<file path="config.mk">
export PLATFORM = sky130hd
export DESIGN_NAME = ex_stage_flat
export DESIGN_NICKNAME = d
export VERILOG_FILES = /design/src/rtl/ex_stage_if.sv /design/src/rtl/ex_stage.sv /design/src/flat_wrapper.sv
export SDC_FILE = /design/constraint.sdc
export NUM_CORES = 1
export LEC_CHECK = 0
export BUFFER_PORTS_ARGS = -buffer_cell sky130_fd_sc_hd__buf_4
export CAP_MARGIN = 20
export CORE_ASPECT_RATIO = 1.25
export CORE_UTILIZATION = 30
export DETAILED_ROUTE_END_ITERATION = 7
export SLEW_MARGIN = 10
export SYNTH_ARGS = -nofsm -noshare
export SYNTH_HDL_FRONTEND = slang
export SYNTH_SLANG_ARGS = --single-unit
</file>
<file path="constraint.sdc">
create_clock -name clk -period 10.4 [get_ports clk]
set_input_delay 0.52 -clock clk [delete_from_list [all_inputs] [get_ports clk]]
set_output_delay 0.52 -clock clk [all_outputs]
set_load 0.02 [all_outputs]
</file>
<file path="src/rtl/ex_stage_if.sv">
// rtl/ex_stage_if.sv - ID/EX input latch set and EX/MEM output latch set of the execute stage
interface ex_stage_if;
    logic        HALTED;
    logic [31:0] ID_EX_A;
    logic [31:0] ID_EX_B;
    logic [31:0] ID_EX_IMM;
    logic [31:0] ID_EX_NPC;
    logic [31:0] ID_EX_IR;
    logic [2:0]  ID_EX_TYPE;
    logic        EX_Busy;
    logic [31:0] EX_MEM_ALUOut;
    logic [31:0] EX_MEM_B;
    logic [31:0] EX_MEM_IR;
    logic [2:0]  EX_MEM_TYPE;
    logic        EX_MEM_cond;
    logic [31:0] EX_BranchTarget;

    modport master (
        output HALTED, ID_EX_A, ID_EX_B, ID_EX_IMM, ID_EX_NPC, ID_EX_IR, ID_EX_TYPE,
        input  EX_Busy, EX_MEM_ALUOut, EX_MEM_B, EX_MEM_IR, EX_MEM_TYPE, EX_MEM_cond,
               EX_BranchTarget
    );

    modport slave (
        input  HALTED, ID_EX_A, ID_EX_B, ID_EX_IMM, ID_EX_NPC, ID_EX_IR, ID_EX_TYPE,
        output EX_Busy, EX_MEM_ALUOut, EX_MEM_B, EX_MEM_IR, EX_MEM_TYPE, EX_MEM_cond,
               EX_BranchTarget
    );
endinterface

</file>
<file path="src/rtl/ex_stage.sv">
// rtl/ex_stage.sv - MIPS32 execute stage: single-cycle ALU, iterative multiplier, branch squash
module ex_stage #(
    parameter int MUL_BITS     = 1,
    parameter int SQUASH_SLOTS = 2
) (
    input  logic       clk,
    input  logic       rst_n,
    ex_stage_if.slave  bus
);
    localparam int N  = 32 / MUL_BITS;
    localparam int CW = (N > 1) ? $clog2(N) : 1;
    localparam int SW = (SQUASH_SLOTS > 0) ? $clog2(SQUASH_SLOTS + 1) : 1;

    localparam logic [2:0] T_RR     = 3'b000;
    localparam logic [2:0] T_RM     = 3'b001;
    localparam logic [2:0] T_LOAD   = 3'b010;
    localparam logic [2:0] T_STORE  = 3'b011;
    localparam logic [2:0] T_BRANCH = 3'b100;
    localparam logic [2:0] T_HALT   = 3'b101;

    localparam logic [5:0] OP_ADD   = 6'b000000;
    localparam logic [5:0] OP_SUB   = 6'b000001;
    localparam logic [5:0] OP_AND   = 6'b000010;
    localparam logic [5:0] OP_OR    = 6'b000011;
    localparam logic [5:0] OP_SLT   = 6'b000100;
    localparam logic [5:0] OP_MUL   = 6'b000101;
    localparam logic [5:0] OP_ADDI  = 6'b001010;
    localparam logic [5:0] OP_SUBI  = 6'b001011;
    localparam logic [5:0] OP_SLTI  = 6'b001100;
    localparam logic [5:0] OP_BNEQZ = 6'b001101;
    localparam logic [5:0] OP_BEQZ  = 6'b001110;

    typedef enum logic {IDLE, BUSY} state_t;

    state_t      state, state_nxt;
    logic [CW-1:0] cnt;
    logic [SW-1:0] sq_cnt;
    logic [31:0] mcand, mplier, acc, step, acc_nxt;
    logic [31:0] alu_q, b_q, ir_q, tgt_q;
    logic [2:0]  type_q;
    logic        cond_q;
    logic [5:0]  op;
    logic        live, mul_start, last, busy, take;
    logic [31:0] res;
    logic [31:0] w_alu, w_b, w_ir;
    logic [2:0]  w_type;
    logic        w_cond, w_tgt_en;

    assign op        = bus.ID_EX_IR[31:26];
    assign live      = (sq_cnt == '0);
    assign mul_start = live && (bus.ID_EX_TYPE == T_RR) && (op == OP_MUL);
    assign last      = (cnt == CW'(N - 1));

    // Multiplier FSM next state; busy holds decode until the final iteration
    always_comb begin
        state_nxt = state;
        busy      = 1'b0;
        case (state)
            IDLE: begin
                if (mul_start) begin
                    busy      = 1'b1;
                    state_nxt = BUSY;
                end
            end
            BUSY: begin
                busy = !last;
                if (last) state_nxt = IDLE;
            end
            default: state_nxt = IDLE;
        endcase
    end

    assign bus.EX_Busy = rst_n & busy;

    // Partial products of the next MUL_BITS multiplier bits
    always_comb begin
        step = '0;
        for (int i = 0; i < MUL_BITS; i++) begin
            if (mplier[i]) step = step + (mcand << i);
        end
        acc_nxt = acc + step;
    end

    // Single-cycle ALU result and branch decision
    always_comb begin
        res  = '0;
        take = 1'b0;
        case (bus.ID_EX_TYPE)
            T_RR: begin
                case (op)
                    OP_ADD:  res = bus.ID_EX_A + bus.ID_EX_B;
                    OP_SUB:  res = bus.ID_EX_A - bus.ID_EX_B;
                    OP_AND:  res = bus.ID_EX_A & bus.ID_EX_B;
                    OP_OR:   res = bus.ID_EX_A | bus.ID_EX_B;
                    OP_SLT:  res = {31'b0, $signed(bus.ID_EX_A) < $signed(bus.ID_EX_B)};
                    default: res = '0;
                endcase
            end
            T_RM: begin
                case (op)
                    OP_ADDI: res = bus.ID_EX_A + bus.ID_EX_IMM;
                    OP_SUBI: res = bus.ID_EX_A - bus.ID_EX_IMM;
                    OP_SLTI: res = {31'b0, $signed(bus.ID_EX_A) < $signed(bus.ID_EX_IMM)};
                    default: res = '0;
                endcase
            end
            T_LOAD, T_STORE: res = bus.ID_EX_A + bus.ID_EX_IMM;
            T_BRANCH: begin
                res  = bus.ID_EX_NPC + bus.ID_EX_IMM;
                take = ((op == OP_BEQZ) && (bus.ID_EX_A == '0)) ||
                       ((op == OP_BNEQZ) && (bus.ID_EX_A != '0));
            end
            default: res = '0;
        endcase
    end

    // Value written into EX_MEM this edge; bubble unless a result is ready
    always_comb begin
        w_alu    = '0;
        w_b      = '0;
        w_ir     = '0;
        w_type   = T_HALT;
        w_cond   = 1'b0;
        w_tgt_en = 1'b0;
        if (state == BUSY) begin
            if (last) begin
                w_alu  = acc_nxt;
                w_b    = bus.ID_EX_B;
                w_ir   = bus.ID_EX_IR;
                w_type = bus.ID_EX_TYPE;
            end
        end else if (live && !mul_start) begin
            w_alu    = res;
            w_b      = bus.ID_EX_B;
            w_ir     = bus.ID_EX_IR;
            w_type   = bus.ID_EX_TYPE;
            w_cond   = take;
            w_tgt_en = (bus.ID_EX_TYPE == T_BRANCH);
        end
    end

    // FSM state register
    always_ff @(posedge clk or negedge rst_n) begin
        if (!rst_n) state <= IDLE;
        else if (!bus.HALTED) state <= state_nxt;
    end

    // EX_MEM latch, multiplier datapath and squash counter
    always_ff @(posedge clk or negedge rst_n) begin
        if (!rst_n) begin
            alu_q  <= '0;
            b_q    <= '0;
            ir_q   <= '0;
            type_q <= T_HALT;
            cond_q <= 1'b0;
            tgt_q  <= '0;
            mcand  <= '0;
            mplier <= '0;
            acc    <= '0;
            cnt    <= '0;
            sq_cnt <= '0;
        end else if (!bus.HALTED) begin
            alu_q  <= w_alu;
            b_q    <= w_b;
            ir_q   <= w_ir;
            type_q <= w_type;
            cond_q <= w_cond;
            if (w_tgt_en) tgt_q <= res;
            if (state == BUSY) begin
                acc    <= acc_nxt;
                mcand  <= mcand << MUL_BITS;
                mplier <= mplier >> MUL_BITS;
                cnt    <= cnt + 1'b1;
            end else if (mul_start) begin
                mcand  <= bus.ID_EX_A;
                mplier <= bus.ID_EX_B;
                acc    <= '0;
                cnt    <= '0;
            end
            if ((state == IDLE) && !live) sq_cnt <= sq_cnt - 1'b1;
            else if (w_cond) sq_cnt <= SW'(SQUASH_SLOTS);
        end
    end

    assign bus.EX_MEM_ALUOut   = alu_q;
    assign bus.EX_MEM_B        = b_q;
    assign bus.EX_MEM_IR       = ir_q;
    assign bus.EX_MEM_TYPE     = type_q;
    assign bus.EX_MEM_cond     = cond_q;
    assign bus.EX_BranchTarget = tgt_q;
endmodule

</file>
<file path="src/flat_wrapper.sv">
// flat-port wrapper written by rule: the top's interface ports become plain ports
module ex_stage_flat 
#(
    parameter int MUL_BITS     = 1,
    parameter int SQUASH_SLOTS = 2
)
  (clk, rst_n, bus_HALTED, bus_ID_EX_A, bus_ID_EX_B, bus_ID_EX_IMM, bus_ID_EX_NPC, bus_ID_EX_IR, bus_ID_EX_TYPE, bus_EX_Busy, bus_EX_MEM_ALUOut, bus_EX_MEM_B, bus_EX_MEM_IR, bus_EX_MEM_TYPE, bus_EX_MEM_cond, bus_EX_BranchTarget);
  ex_stage_if bus_i ();
  input  logic clk;
  input  logic rst_n;
  input wire logic [$bits(bus_i.HALTED)-1:0] bus_HALTED;
  input wire logic [$bits(bus_i.ID_EX_A)-1:0] bus_ID_EX_A;
  input wire logic [$bits(bus_i.ID_EX_B)-1:0] bus_ID_EX_B;
  input wire logic [$bits(bus_i.ID_EX_IMM)-1:0] bus_ID_EX_IMM;
  input wire logic [$bits(bus_i.ID_EX_NPC)-1:0] bus_ID_EX_NPC;
  input wire logic [$bits(bus_i.ID_EX_IR)-1:0] bus_ID_EX_IR;
  input wire logic [$bits(bus_i.ID_EX_TYPE)-1:0] bus_ID_EX_TYPE;
  output wire logic [$bits(bus_i.EX_Busy)-1:0] bus_EX_Busy;
  output wire logic [$bits(bus_i.EX_MEM_ALUOut)-1:0] bus_EX_MEM_ALUOut;
  output wire logic [$bits(bus_i.EX_MEM_B)-1:0] bus_EX_MEM_B;
  output wire logic [$bits(bus_i.EX_MEM_IR)-1:0] bus_EX_MEM_IR;
  output wire logic [$bits(bus_i.EX_MEM_TYPE)-1:0] bus_EX_MEM_TYPE;
  output wire logic [$bits(bus_i.EX_MEM_cond)-1:0] bus_EX_MEM_cond;
  output wire logic [$bits(bus_i.EX_BranchTarget)-1:0] bus_EX_BranchTarget;
  assign bus_i.HALTED = bus_HALTED;
  assign bus_i.ID_EX_A = bus_ID_EX_A;
  assign bus_i.ID_EX_B = bus_ID_EX_B;
  assign bus_i.ID_EX_IMM = bus_ID_EX_IMM;
  assign bus_i.ID_EX_NPC = bus_ID_EX_NPC;
  assign bus_i.ID_EX_IR = bus_ID_EX_IR;
  assign bus_i.ID_EX_TYPE = bus_ID_EX_TYPE;
  assign bus_EX_Busy = bus_i.EX_Busy;
  assign bus_EX_MEM_ALUOut = bus_i.EX_MEM_ALUOut;
  assign bus_EX_MEM_B = bus_i.EX_MEM_B;
  assign bus_EX_MEM_IR = bus_i.EX_MEM_IR;
  assign bus_EX_MEM_TYPE = bus_i.EX_MEM_TYPE;
  assign bus_EX_MEM_cond = bus_i.EX_MEM_cond;
  assign bus_EX_BranchTarget = bus_i.EX_BranchTarget;
  ex_stage #(.MUL_BITS(MUL_BITS), .SQUASH_SLOTS(SQUASH_SLOTS)) u_core (.clk(clk), .rst_n(rst_n), .bus(bus_i));
endmodule
</file>
==> impl_metrics.yaml <==
global_routing:
  grt_pass1_vias: 21800
  grt_use_total_pct: 25.1
  grtUsageMet2_pct: 40.5
  grt_pass1_wl_mm: 144
  gr-usage-met1_pct: 31.9
  grt.overflow.total: 0
  use_met3_pct: 3.55
  grt-busiest-layer: "met2"
  antenna_found_initial: 4
  grt_start_max_net_pins: 105
sta:
  period_needed_ns: 4.41
  final.setup.tns_ns: 0
  hold_viol: 0
  fin_crit_sh_pct: 42.4
  hold_slack_ns: 0.182
  clock_skew_ns: 0.0250
  maxSlewViolCount: 0
  rsz0062_at_grt: "false"
  fin_ws_ns: 5.99
  max_slew.worst_pin.slew_ns: 1.13
  final-setup-viol-count: 0
  fmax_mhz: 227
  slew-limit-headroom_pct: 24.7
hold_path:
  hold_path_class: "primary input to register"
synth:
  seq_area_frac_synth_pct: 26.4
  async_flop_share_pct: 100
  yosys_warnings: 0
  yosysMostFrequentCell: "nand2_1"
  synth_fp_nets: 3145
  ys_top_cells_by_count: "nand2_1 (261), a21oi_1 (236), dfrtp_1 (234)"
  synth_seq_cells: 236
  yosysTopAreaCell: "dfrtp_1"
  synth_area_leaders: "dfrtp_1 (26%), ha_1 (13%), a21oi_1 (5.3%), o21ai_0 (4.9%), nand2_1 (4.4%)"
  syn_area_um2: 22400
  synth.avg_cell_area_um2: 8.17
  syn_inst: 2741
  ys.flop_type: "dfrtp_1"
  synth_top_area_share_pct: 26.2
  synth_edf_count: 0
  synth_cell_types: 101
clock_network:
  clock_sinks: 236
  post_cts_resized: 0
  clk_pin_slew_worst_paths_ns: 0.07
  cts_tree: "built"
  postCtsSetupRepairBufs: 0
  hold_buffers: 1
  clk_path_buf_depth: 3
  ctsRootBufferMaster: "clkbuf_16"
  clkLatencyLatePin_ns: 0.57
  cts_buffers: 27
  htree_levels: 1
pwr:
  p_leak_nw: 12.2
  vdd_drop_max_mv: 0.123
  p_per_area_nw_per_um2: 154
route:
  drt_pass1_iterations: 5
  route.detailed.drc: 0
  via_per_inst: 5.79
  ant_nets: 0
  routed_wl_mm: 98.1
  wl_per_cell_um: 24.9
  drt_iter0_markers: 1981
  vias: 22800
floorplanning:
  core.rowCount: 111
  dieHeight_um: 307
  core_area_um2: 73600
  initial_core_util_pct: 30.4
  io_pins: 299
  dieWidth_um: 246
  dieArea_um2: 75700
place:
  place_inst: 3882
  routabilityCongestion: 0.981
  port_buffers: 298
  dp_hpwl_mm: 77.1
  dp_slack_ns: 5.86
critical_path:
  worstSetupEndpoint: "u_core.bus.EX_MEM_ALUOut[28]$_DFFE_PN0N_"
  ff2ff_setup_slack_ns: 5.99
  r2r-start: "u_core.mplier[0]$_DFFE_PN0P_"
  crit_path_end_kind: "register"
  worstPathRequired_ns: 10.84
  reg2reg_to: "u_core.bus.EX_MEM_ALUOut[28]$_DFFE_PN0N_"
  path_class: "register to register"
  startpoint: "u_core.mplier[0]$_DFFE_PN0P_"
  cp.arrival_ns: 4.85
  reg2reg_depth: 13
  worstPathMaxFanout: 33
  start_kind: "register"
cells_and_area:
  instances_no_fill: 3933
  final_nets: 3356
  syn2layout_area_growth_pct: 18.0
  drive_gt1_share_pct: 15.0
  n_antenna_cell: 0
job:
  maxCapViolations: 0
run_status:
  outcome: "finished, final reports clean"
per-stage QoR:
stage          util, %  instance area, um2  total power, mW
3_5_place_dp      34.6               25500             3.05
3_3_place_gp      34.6               25500             3.04
2_1_floorplan        -               22400             2.30
5_1_grt           35.9               26400             4.29
6_report          35.9               26400             4.08
4_1_cts           35.9               26400             4.09
final cells by class:
type                       count  area [um2]
fill                        7805       47200
multi-input combinational   2170       15200
sequential                   236        5910
timing repair buffer         325        2450
tap                          960        1200
clock buffer                  35         746
inverter                     192         721
clock inverter                15         200
registers in the layout (all words and copies together), names as in the netlist:
register	flops
u_core.acc	32
u_core.cnt	5
u_core.bus.EX_MEM_cond	1
u_core.mplier	32
u_core.bus.EX_MEM_IR	32
u_core.bus.EX_MEM_ALUOut	32
u_core.sq_cnt	2
u_core.mcand	32
u_core.bus.EX_MEM_TYPE	3
u_core.bus.EX_BranchTarget	32
u_core.bus.EX_MEM_B	32
u_core.state	1
cells by family after synthesis:
family / synth area share [%]
AO/OA/AOI/OAI: 31.1
XOR/XNOR: 3.17
adder cells (fa/ha/maj): 13.5
buffers and inverters: 5.92
flip-flops: 26.4
multiplexers: 4.06
AND/OR/NAND/NOR: 15.9
worst min-delay path by stage:
stage	startpoint	end	slack, ns	depth (start not counted)
2_1_floorplan	rst_n	u_core.acc[0]$_DFFE_PN0P_	0.22	0
3_3_place_gp	rst_n	u_core.mplier[12]$_DFFE_PN0P_	0.45	1
3_5_place_dp	rst_n	u_core.mplier[12]$_DFFE_PN0P_	0.45	1
4_1_cts	bus_ID_EX_IR[12]	u_core.bus.EX_MEM_IR[12]$_DFFE_PN0N_	0.15	2
5_1_grt	bus_ID_EX_IR[15]	u_core.bus.EX_MEM_IR[15]$_DFFE_PN0N_	0.15	2
6_report	bus_ID_EX_IR[12]	u_core.bus.EX_MEM_IR[12]$_DFFE_PN0N_	0.18	2
layout by cell type, fill, tap and decap left out, types with 47 or more instances in the layout:
cell and count:
a21o_1 47, a21oi_1 235, a22o_1 91, buf_4 323, dfrtp_1 233, ha_1 232, inv_1 192, mux2i_1 75
nand2_1 261, nand3_1 55, nor2_1 174, o21ai_0 217, xnor2_1 55
metal layers:
layer / part of all wire (%) / vias to the layer above
met5: 0.041 / -
met4: 6.6 / 6
met3: 6.8 / 225
met2: 46 / 963
met1: 41 / 11100
li1: - / 10500
where the power goes:
group | leakage, nW | internal (mW) | total (mW) | switching, mW
Combinational | 8.56 | 0.640 | 1.65 | 1.01
Clock | 0.452 | 0.608 | 1.03 | 0.418
Sequential | 3.17 | 1.17 | 1.40 | 0.228
Total | 12.2 | 2.42 | 4.08 | 1.66
worst max-delay path, cell delays in order, from the launching register on:
cell       delay (ns)
dfrtp_1          0.75
and2_1           0.34
ha_1             0.22
fa_1             0.45
a21oi_1          0.19
nand4b_1         0.17
a21oi_1          0.15
o31ai_2          0.48
o21ai_1          0.25
a2111oi_2        0.42
nor2_1           0.10
a311oi_1         0.39
nor2_1           0.09
a221o_1          0.28
No activity file was read; power rests on OpenSTA's default activity.
